File: src/rtl/uart_tx_serializer.sv
// ---------------------------------------------------------------------------
// uart_tx_serializer
//
// UART transmit stage placed directly after the TX fifo_buffer. It pops one
// byte at a time from the FIFO (owning the fifo_rd_en handshake) and shifts
// it out on txd as an asynchronous frame: start bit, DATA_BITS data bits LSB
// first, optional parity bit, then STOP_BITS stop bits. Every output is a
// flop, so nothing combinational runs from the inputs to the outputs.
//
// Ports:
//   clk        - system clock, rising edge
//   rst        - asynchronous reset, active low
//   enable     - permits starting a new frame, only looked at in IDLE
//   fifo_empty - FIFO empty flag
//   fifo_data  - FIFO data_out, valid the cycle after a read strobe
//   fifo_rd_en - FIFO read strobe, one cycle per byte
//   txd        - serial line, idles high
//   busy       - high whenever the serializer is not in IDLE
//   tx_done    - one-cycle pulse when the last stop bit completes
// ---------------------------------------------------------------------------
module uart_tx_serializer #(
  parameter int CLK_FREQ    = 50_000_000,
  parameter int BAUD_RATE   = 115200,
  parameter int DATA_BITS   = 8,
  parameter int PARITY_MODE = 0,
  parameter int STOP_BITS   = 1
) (
  input  logic                 clk,
  input  logic                 rst,
  input  logic                 enable,
  input  logic                 fifo_empty,
  input  logic [DATA_BITS-1:0] fifo_data,
  output logic                 fifo_rd_en,
  output logic                 txd,
  output logic                 busy,
  output logic                 tx_done
);

  localparam int CLKS_PER_BIT = CLK_FREQ / BAUD_RATE;
  localparam int CNT_W        = $clog2(CLKS_PER_BIT);

  localparam logic [CNT_W-1:0] CNT_LAST  = CNT_W'(CLKS_PER_BIT - 1);
  localparam logic [2:0]       DATA_LAST = 3'(DATA_BITS - 1);
  localparam logic [2:0]       STOP_LAST = 3'(STOP_BITS - 1);

  typedef enum logic [2:0] {
    IDLE,
    FETCH,
    LOAD,
    START,
    DATA,
    PARITY,
    STOP
  } state_t;

  state_t               state, state_n;
  logic [CNT_W-1:0]     baud_cnt, baud_cnt_n;
  logic [2:0]           bit_idx, bit_idx_n;
  logic [DATA_BITS-1:0] shift_reg, shift_reg_n;
  logic                 parity_bit, parity_bit_n;
  logic                 txd_n, rd_en_n, busy_n, done_n;
  logic                 bit_end;

  // Last clock of the current bit period.
  assign bit_end = (baud_cnt == CNT_LAST);

  // State and datapath registers. Reset drops any frame in progress and
  // returns the line to its idle-high level straight away.
  always_ff @(posedge clk or negedge rst) begin
    if (!rst) begin
      state      <= IDLE;
      baud_cnt   <= '0;
      bit_idx    <= '0;
      shift_reg  <= '0;
      parity_bit <= 1'b0;
      txd        <= 1'b1;
      fifo_rd_en <= 1'b0;
      busy       <= 1'b0;
      tx_done    <= 1'b0;
    end else begin
      state      <= state_n;
      baud_cnt   <= baud_cnt_n;
      bit_idx    <= bit_idx_n;
      shift_reg  <= shift_reg_n;
      parity_bit <= parity_bit_n;
      txd        <= txd_n;
      fifo_rd_en <= rd_en_n;
      busy       <= busy_n;
      tx_done    <= done_n;
    end
  end

  // Next-state and next-output logic. The baud counter defaults to 0 so it
  // clears on every state change and at every bit boundary; each bit state
  // only advances it while the current bit is still running.
  always_comb begin
    state_n      = state;
    baud_cnt_n   = '0;
    bit_idx_n    = bit_idx;
    shift_reg_n  = shift_reg;
    parity_bit_n = parity_bit;
    txd_n        = txd;
    rd_en_n      = 1'b0;
    done_n       = 1'b0;

    case (state)
      IDLE: begin
        txd_n = 1'b1;
        if (enable && !fifo_empty) begin
          state_n = FETCH;
          rd_en_n = 1'b1;
        end
      end

      // The FIFO samples the strobe at the end of this cycle.
      FETCH: state_n = LOAD;

      // fifo_data is valid now because the FIFO output is registered.
      LOAD: begin
        state_n      = START;
        shift_reg_n  = fifo_data;
        parity_bit_n = (PARITY_MODE == 2) ? ~(^fifo_data) : (^fifo_data);
        bit_idx_n    = '0;
        txd_n        = 1'b0;
      end

      START: begin
        if (bit_end) begin
          state_n   = DATA;
          bit_idx_n = '0;
          txd_n     = shift_reg[0];
        end else begin
          baud_cnt_n = baud_cnt + CNT_W'(1);
        end
      end

      // Shift right so the next data bit always sits in shift_reg[1].
      DATA: begin
        if (bit_end) begin
          if (bit_idx == DATA_LAST) begin
            bit_idx_n = '0;
            if (PARITY_MODE != 0) begin
              state_n = PARITY;
              txd_n   = parity_bit;
            end else begin
              state_n = STOP;
              txd_n   = 1'b1;
            end
          end else begin
            bit_idx_n   = bit_idx + 3'd1;
            shift_reg_n = shift_reg >> 1;
            txd_n       = shift_reg[1];
          end
        end else begin
          baud_cnt_n = baud_cnt + CNT_W'(1);
        end
      end

      PARITY: begin
        if (bit_end) begin
          state_n   = STOP;
          bit_idx_n = '0;
          txd_n     = 1'b1;
        end else begin
          baud_cnt_n = baud_cnt + CNT_W'(1);
        end
      end

      // bit_idx is reused here to count stop bits.
      STOP: begin
        if (bit_end) begin
          if (bit_idx == STOP_LAST) begin
            state_n   = IDLE;
            bit_idx_n = '0;
            done_n    = 1'b1;
          end else begin
            bit_idx_n = bit_idx + 3'd1;
          end
        end else begin
          baud_cnt_n = baud_cnt + CNT_W'(1);
        end
      end

      default: begin
        state_n = IDLE;
        txd_n   = 1'b1;
      end
    endcase

    busy_n = (state_n != IDLE);
  end

endmodule

File: config.mk
export PLATFORM = sky130hd
export DESIGN_NAME = uart_tx_serializer
export DESIGN_NICKNAME = d
export VERILOG_FILES = /design/src/rtl/uart_tx_serializer.sv
export SDC_FILE = /design/constraint.sdc
export NUM_CORES = 1
export LEC_CHECK = 0
export ABC_CLOCK_PERIOD_IN_PS = 2000
export CAP_MARGIN = 20
export CORE_UTILIZATION = 31
export CTS_CLUSTER_SIZE = 24
export DETAILED_ROUTE_END_ITERATION = 10
export PLACE_DENSITY = 0.61
export SETUP_SLACK_MARGIN = 0.02
export SYNTH_ARGS = -nofsm -noshare
export SYNTH_HDL_FRONTEND = slang
export SYNTH_SLANG_ARGS = --single-unit
File: constraint.sdc
create_clock -name clk -period 2 [get_ports clk]
set_input_delay 0.4 -clock clk [delete_from_list [all_inputs] [get_ports clk]]
set_output_delay 0.4 -clock clk [all_outputs]
set_load 0.02 [all_outputs]
# [Word level (Yosys, flattened, before mapping)]
# Index checks and enable logic that the tools add are counted.
[word_totals] reg_bits=27 output_inout_bits=4 word_cells=67
[classes] n_reduce_logical=13 addsub=2 muxes=29 n_bitwise=1 n_eq_ne=14
[ops] operator="two-way mux 3 bit" count=12
[ops] operator="one-hot mux 3 bit (7 select lines)" count=1
[ops] operator="two-way mux 9 bit" count=2
[ops] operator="two-way mux 8 bit" count=2
[ops] operator="one-hot mux 8 bit (2 select lines)" count=1
[ops] operator="equality test 3 bit, second input constant" count=4
[ops] operator="one-hot mux 3 bit (4 select lines)" count=1
[ops] operator="!= test 2 bit, second input constant" count=5
[ops] operator="adder 9 x 1 -> 9 bit, second input constant" count=1
[ops] operator="equality test 9 bit, second input constant" count=1
[ops] operator="two-way mux 1 bit" count=9
[ops] operator="AND reduction 4 bit" count=2
[ops] operator="equality test 3 x 2 -> 1 bit, second input constant" count=2
[ops] operator="zero test 3 bit" count=2
[ops] operator="one-hot mux 1 bit (5 select lines)" count=1
[ops] operator="nonzero test 4 bit" count=1
[ops] operator="OR reduction 2 bit" count=2
[ops] operator="OR reduction 4 bit" count=1
[ops] operator="adder 3 x 1 -> 3 bit, second input constant" count=1
[ops] operator="equality test 3 x 1 -> 1 bit, second input constant" count=1
[ops] operator="AND reduction 3 bit" count=1
[ops] operator="nonzero test 3 bit" count=1
[ops] operator="!= test 2 x 1 -> 1 bit, second input constant" count=1
[ops] operator="nonzero test 2 bit" count=1
[ops] operator="3 further kinds" count=3

# [Depth between registers and ports, before layout]
# Gate-level depths: netlist of the first run.
[depth] word_depth=5 depth_mapped=8

# [Worst setup path before layout of the first run]
# OpenSTA, ideal clock, no wires.
[synth_timing] path_kind="reg2reg" start="reg baud_cnt[0]" end="reg busy" required_ns=1.869 setup_slack_ns=0.179 setup_time_ns=0.131 t_arrival_ns=1.690 path_buffers=0 path_stages_with_launch=7 cell_sequence="dfrtp_1 ha_1 and4_1 and2_4 and3_1 a211o_1 or3_1"
[synth_between] elab_chain_len=4 elab_cells_between_ends=7 cone_classes="eq/ne: 1; mux: 5; reduce/logical: 1"
[synth_rtl] item="start, declared" line_no="57" text="logic [CNT_W-1:0] baud_cnt, baud_cnt_n;"
[synth_rtl] item="start signal, assigned" line_no="82" text="baud_cnt <= baud_cnt_n;"
[synth_rtl] item="equality test 9 bit *" line_no="65" text="assign bit_end = (baud_cnt == CNT_LAST);"
[synth_rtl] item="two-way mux 3 bit (on tied branches)"
[synth_rtl] item="one-hot mux 3 bit (7 select lines) *" line_no="106" text="case (state)"
[synth_rtl] item="named net state_n[2]" line_no="56" text="state_t state, state_n;"
[synth_rtl] item="nonzero test 3 bit *" line_no="190" text="busy_n = (state_n != IDLE);"
[synth_rtl] item="named net busy_n" line_no="61" text="logic txd_n, rd_en_n, busy_n, done_n;"
[synth_rtl] item="end signal, assigned" line_no="88" text="busy <= busy_n;"
[synth_rtl] item="end, declared" line_no="35" text="output logic busy,"
# The timed path passes the listed nets; every way through them passes the cells marked *.
# A chain may end at the register's enable or synchronous reset.

# [Worst setup path in the final report of the first run]
# Ends and elaborated chain as after synthesis.

==> results_dict.tcl, run 1 <==
set metrics [dict create \
    max_cap_violations 0 \
    cts_max_level 1 \
    io_pins 16 \
    grt_pass1_vias 1106 \
    ys_seq_area_share_pct 48.5 \
    ir_worst_vdd_mv 0.263 \
    endpoint_kind "flop" \
    cts_buffers 3 \
    yosysWarnings 0 \
    slew_headroom_pct 69.3 \
    grt_setup_unrepaired "false" \
    async_reset_ff_share_pct 100 \
    avgViaCountPerCell 4.82 \
    slew_viol_final 0 \
    clk_latency_ns 0.27 \
    ys_dominant_reg_cell "dfrtp_1" \
    power_density_nw_per_um2 804 \
    ys_types 32 \
    dieArea_um2 4770 \
    arrival_ns 2.07 \
    ant_nets 0 \
    worst_setup_path_start_kind "flop" \
    grt_start_max_net_pins 28 \
    grt_first_pass_wirelength_mm 4.77 \
    crit-reg2reg-capture "busy$_DFF_PN0_" \
    rrSetupSlack_ns 0.09 \
    cts_tree "built" \
    clock_sinks 27 \
    cts.path.max_buffers 2 \
    path_class "flop to flop" \
    initialDrtViolationCount 105 \
    wl_per_cell_um 11.7 \
    total_leakage_power_nw 0.763 \
    synth_seq_cells 27 \
    drcViolationCount 0 \
    antenna_found_initial 0 \
    fmaxAchievable_mhz 524 \
    chipHeight_um 69.1 \
    drt_first_pass_iters 4 \
    dp_hpwl_mm 1.91 \
    yosysTopAreaCell "dfrtp_1" \
    synth_cells 152 \
    synth_area_leaders "dfrtp_1 47%, nand2_1 7.3%, nor2_1 5.7%" \
    finalCritPeriodShare_pct 95.5 \
    seq_area_um2 677 \
    worstPathRequired_ns 2.16 \
    vias 1094 \
    yosysMostFrequentCell "nand2_1" \
    areaGrowthSynthToFinish_pct 22.1 \
    hold_viol 0 \
    finClkSkew_ns 0.00601 \
    synth.top_cell.area_share_pct 46.6 \
    gp_congestion 0.767 \
    multiInputGateArea_um2 674 \
    fin_crit_ns 1.91 \
    syn_area_um2 1400 \
    ys_top_cells_by_count "27 x nand2_1, 26 x dfrtp_1, 21 x nor2_1" \
    n_antenna_cell 0 \
    cts_root_buffer "clkbuf_8" \
    setup_viol 0 \
    finalSetupTns_ns 0 \
    die_x_um 69.1 \
    drive_above_1_share_pct 11.4 \
    synth_edf_count 0 \
    crit_fanout 6 \
    nets 193 \
    fillers 438 \
    avgSynthCellArea_um2 9.18 \
    clkSlewWorstSetupHoldPaths_ns 0.10 \
    grtUsageTotal_pct 12.0 \
    core_area_um2 4350 \
    hold_class "input pin to async pin" \
    start_util_pct 32.0 \
    wirelength_mm 2.65 \
    syn-num-nets 169 \
    grt-ovfl-total 0 \
    r2r_start "baud_cnt[0]$_DFF_PN0_" \
    worstMarginPinSlew_ns 0.459 \
    largest_reg_flops 9 \
    port_buffers 15 \
    r2r_cells 6 \
    outcome "completed" \
    power.total_mw 1.37 \
    hold_buffers 0 \
    rows 24 \
]
## per-layer routing
| metal | routed length, µm | share of wire (%) | global-route usage, % | vias up |
|---|---|---|---|---|
| li1 | - | - | - | 560 |
| met1 | 1320 | 50 | 16.3 | 510 |
| met5 | 0 | 0 | 0 | - |
| met4 | 34 | 1.3 | 4.54 | 0 |
| met2 | 1240 | 47 | 20.1 | 20 |
| met3 | 46 | 1.7 | 0.877 | 4 |
## how the worst max path moves through the flow
stage                                      from             end  cells past startpoint
after CTS                 baud_cnt[2]$_DFF_PN0_  busy$_DFF_PN0_                      5
after global placement    baud_cnt[2]$_DFF_PN0_  busy$_DFF_PN0_                      5
final                     baud_cnt[0]$_DFF_PN0_  busy$_DFF_PN0_                      6
after floorplan           baud_cnt[0]$_DFF_PN0_  busy$_DFF_PN0_                      6
after global routing      baud_cnt[0]$_DFF_PN0_  busy$_DFF_PN0_                      6
after detailed placement  baud_cnt[2]$_DFF_PN0_  busy$_DFF_PN0_                      5
## metrics by stage
step,worst slack (ns),utilization [%],instances,hold WS (ns),cell area (µm²)
5_1_grt,0.0243,39.1,227,0.522,1700
4_1_cts,0.0767,38.9,226,0.497,1690
3_3_place_gp,0.134,37.8,222,0.468,1650
6_report,0.0900,39.1,227,0.481,1700
3_5_place_dp,0.0875,37.8,222,0.483,1650
2_1_floorplan,0.179,-,152,0.104,1400
## where the power goes
part / internal (mW) / switching, mW
clock network: 0.140 / 0.175
registers: 0.660 / 0.106
logic: 0.155 / 0.132
## kinds of logic (layout without fill, tap and decap cells)
family          Yosys count  after routing  synth area share [%]
mux                       3              3                  2.15
buf+inv                  11             34                  3.23
xor+xnor                  7              7                  4.39
compound gates           24             24                  11.0
simple gates             74             74                  25.5
flops                    27             27                  48.5
fa+ha+maj                 6              6                  5.20
## cell usage in the layout (no fill, tap or decap), types with 2 or more instances in the layout
| cell | n |
|---|---|
| or2_2 | 2 |
| nor2_1 | 21 |
| ha_1 | 5 |
| mux2i_1 | 3 |
| a31oi_1 | 7 |
| or3_1 | 2 |
| o21ai_0 | 4 |
| clkdlybuf4s50_1 | 15 |
| and3_1 | 4 |
| inv_1 | 6 |
| xor2_1 | 3 |
| clkbuf_8 | 3 |
| nand2_1 | 27 |
| nor2b_1 | 5 |
| buf_4 | 9 |
| xnor2_1 | 4 |
| a21oi_1 | 6 |
| nand3_1 | 8 |
| dfrtp_1 | 26 |
## final cells by class
class | instances | area share [%]
Clock buffer | 3 | 2.42
Sequential cell | 27 | 39.8
Multi-Input combinational cell | 114 | 39.6
Clock inverter | 1 | 0.294
Timing Repair Buffer | 24 | 12.8
Tap cell | 52 | 3.82
Inverter | 6 | 1.32
## worst max-delay path: stages, from the launching register on
cell     delay (ns)
dfrtp_1        0.42
ha_1           0.20
and4_2         0.21
and2_4         0.18
and3_1         0.16
a211o_1        0.28
or3_1          0.36
## timing repair
| action | 4_1_cts | 5_1_grt |
|---|---|---|
| setup buffers | 0 | 1 |
| endpoints found under the hold margin | 0 | 0 |
| endpoints found under the setup margin | 0 | 1 |
| resized for setup | 0 | 1 |
(Power assumes the default switching activity.)
==> inputs of run 2 (changes only) <==
CAP_MARGIN = default   (was 20)
RECOVER_POWER = 50   (was default)
==> run 2 against run 1 <==
  * Flip-flop and latch count stayed put
  * Sequential power is essentially flat
  * Total power decreased by 0.11%
  * First-iteration DRC count increased by 5.7%
  * Worst setup slack is essentially flat
  * Global-route usage stayed put
  * Critical path depth is the same
  * Combinational power about the same
  * Core utilization fell by 0.14 points
  * Critical path type unchanged
  * Largest power group unchanged
  * Highest routed layer unchanged
==> results_dict.tcl, run 2 (synthesized netlist as in run 1, its figures left out) <==
set metrics [dict create \
    start_util_pct 32.0 \
    antenna_found_initial 0 \
    multiInputGateArea_um2 674 \
    chipHeight_um 69.1 \
    path_class "flop to flop" \
    cts_tree "built" \
    grt-ovfl-total 0 \
    slowest_stage "dfrtp_1" \
    crit_fanout 6 \
    fin_ws_ns 0.0904 \
    grtUsageTotal_pct 12.0 \
    worstMarginPinSlew_ns 0.645 \
    n_antenna_cell 0 \
    slew_headroom_pct 57.0 \
    drcViolationCount 0 \
    finClkSkew_ns 0.00595 \
    fillers 441 \
    wirelength_mm 2.64 \
    pre_cts_slack_ns 0.0875 \
    grt_first_pass_wirelength_mm 4.77 \
    port_buffers 15 \
    cts_buffers 3 \
    rows 24 \
    seq_area_um2 677 \
    path_cells "ha_1 > and4_2 > and2_4 > and3_1 > a211o_1 > or3_1" \
    grt_setup_unrepaired "false" \
    layout_commonest_cell "nand2_1" \
    ir_worst_vdd_mv 0.263 \
    gp_congestion 0.767 \
    die_x_um 69.1 \
    drive_above_1_share_pct 10.9 \
    hold_class "flop to flop" \
    worst_setup_path_start_kind "flop" \
    clkSlewWorstSetupHoldPaths_ns 0.10 \
    clock_sinks 27 \
    clk_latency_ns 0.27 \
    total_leakage_power_nw 0.759 \
    max_cap_violations 0 \
    initialDrtViolationCount 111 \
    power_density_nw_per_um2 806 \
    largest_reg_flops 9 \
    vias 1101 \
    ant_nets 0 \
    grt_start_max_net_pins 28 \
    hold_viol 0 \
    cts_max_level 1 \
    outcome "completed" \
    setup_viol 0 \
    nets 193 \
    io_pins 16 \
    wl_per_cell_um 11.6 \
    finalCritPeriodShare_pct 95.5 \
    cts.path.max_buffers 2 \
    arrival_ns 2.07 \
    layout_common_cells "27 x nand2_1, 26 x dfrtp_1, 21 x nor2_1" \
    fin_util_pct 39.0 \
    cts_root_buffer "clkbuf_8" \
    slew_viol_final 0 \
    avgViaCountPerCell 4.85 \
    areaGrowthSynthToFinish_pct 21.6 \
    finalSetupTns_ns 0 \
    worstPathRequired_ns 2.16 \
    fmaxAchievable_mhz 524 \
    endpoint_kind "flop" \
    dieArea_um2 4770 \
    core_area_um2 4350 \
    cpPeakStageDelay_ns 0.42 \
    drt_first_pass_iters 4 \
    grt_pass1_vias 1106 \
    fin_crit_ns 1.91 \
    dp_hpwl_mm 1.91 \
]
-- run 2: layout make-up --
type	count	area share, %
Clock buffer	3	2.43
Sequential cell	27	39.9
Multi-Input combinational cell	114	39.7
Inverter	6	1.33
Timing Repair Buffer	24	12.5
Clock inverter	1	0.295
Tap cell	52	3.83
-- run 2: critical path, delay by kind of cell (launching register included) --
family	cells	cell delay [ns]
flops	1	0.42
simple gates	4	0.91
compound gates	1	0.28
fa+ha+maj	1	0.20
-- run 2: worst paths after layout --
kind / depth (start not counted) / end / from / slack, ns
hold / removal: 1 / baud_cnt[0]$_DFF_PN0_ / baud_cnt[0]$_DFF_PN0_ / 0.49
setup / recovery: 6 / busy$_DFF_PN0_ / baud_cnt[0]$_DFF_PN0_ / 0.09
min in group asynchronous: 2 / shift_reg[1]$_DFFE_PN0P_ / rst / 0.66
setup reg to reg: 6 / busy$_DFF_PN0_ / baud_cnt[0]$_DFF_PN0_ / 0.09
max in group asynchronous: 2 / baud_cnt[1]$_DFF_PN0_ / rst / 0.92
hold reg to reg: 1 / baud_cnt[0]$_DFF_PN0_ / baud_cnt[0]$_DFF_PN0_ / 0.49
-- run 2: routing by layer --
metal / GRT usage (%) / vias to the layer above / routed length (µm)
li1: - / 563 / -
met1: 16.3 / 513 / 1320
met2: 20.1 / 21 / 1240
met3: 0.877 / 4 / 49
met4: 4.54 / 0 / 34
met5: 0 / - / 0
-- run 2: repair_timing --
action | 4_1_cts | 5_1_grt
hold buffers | 0 | 0
setup buffers | 0 | 1
gates resized for setup | 0 | 1
setup endpoints to repair | 0 | 1
-- run 2: stage by stage --
stage	area, µm²	total power, mW	hold slack (ns)	instances
4_1_cts	1690	1.38	0.497	226
2_1_floorplan	1400	0.950	0.104	152
3_3_place_gp	1650	1.06	0.468	222
6_report	1700	1.37	0.493	227
5_1_grt	1700	1.46	0.533	227
3_5_place_dp	1650	1.06	0.483	222
-- run 2: where the power goes --
| part | switching (mW) | total, mW | internal [mW] |
|---|---|---|---|
| Clock | 0.175 | 0.315 | 0.140 |
| Combinational | 0.132 | 0.286 | 0.154 |
| Sequential | 0.106 | 0.767 | 0.660 |
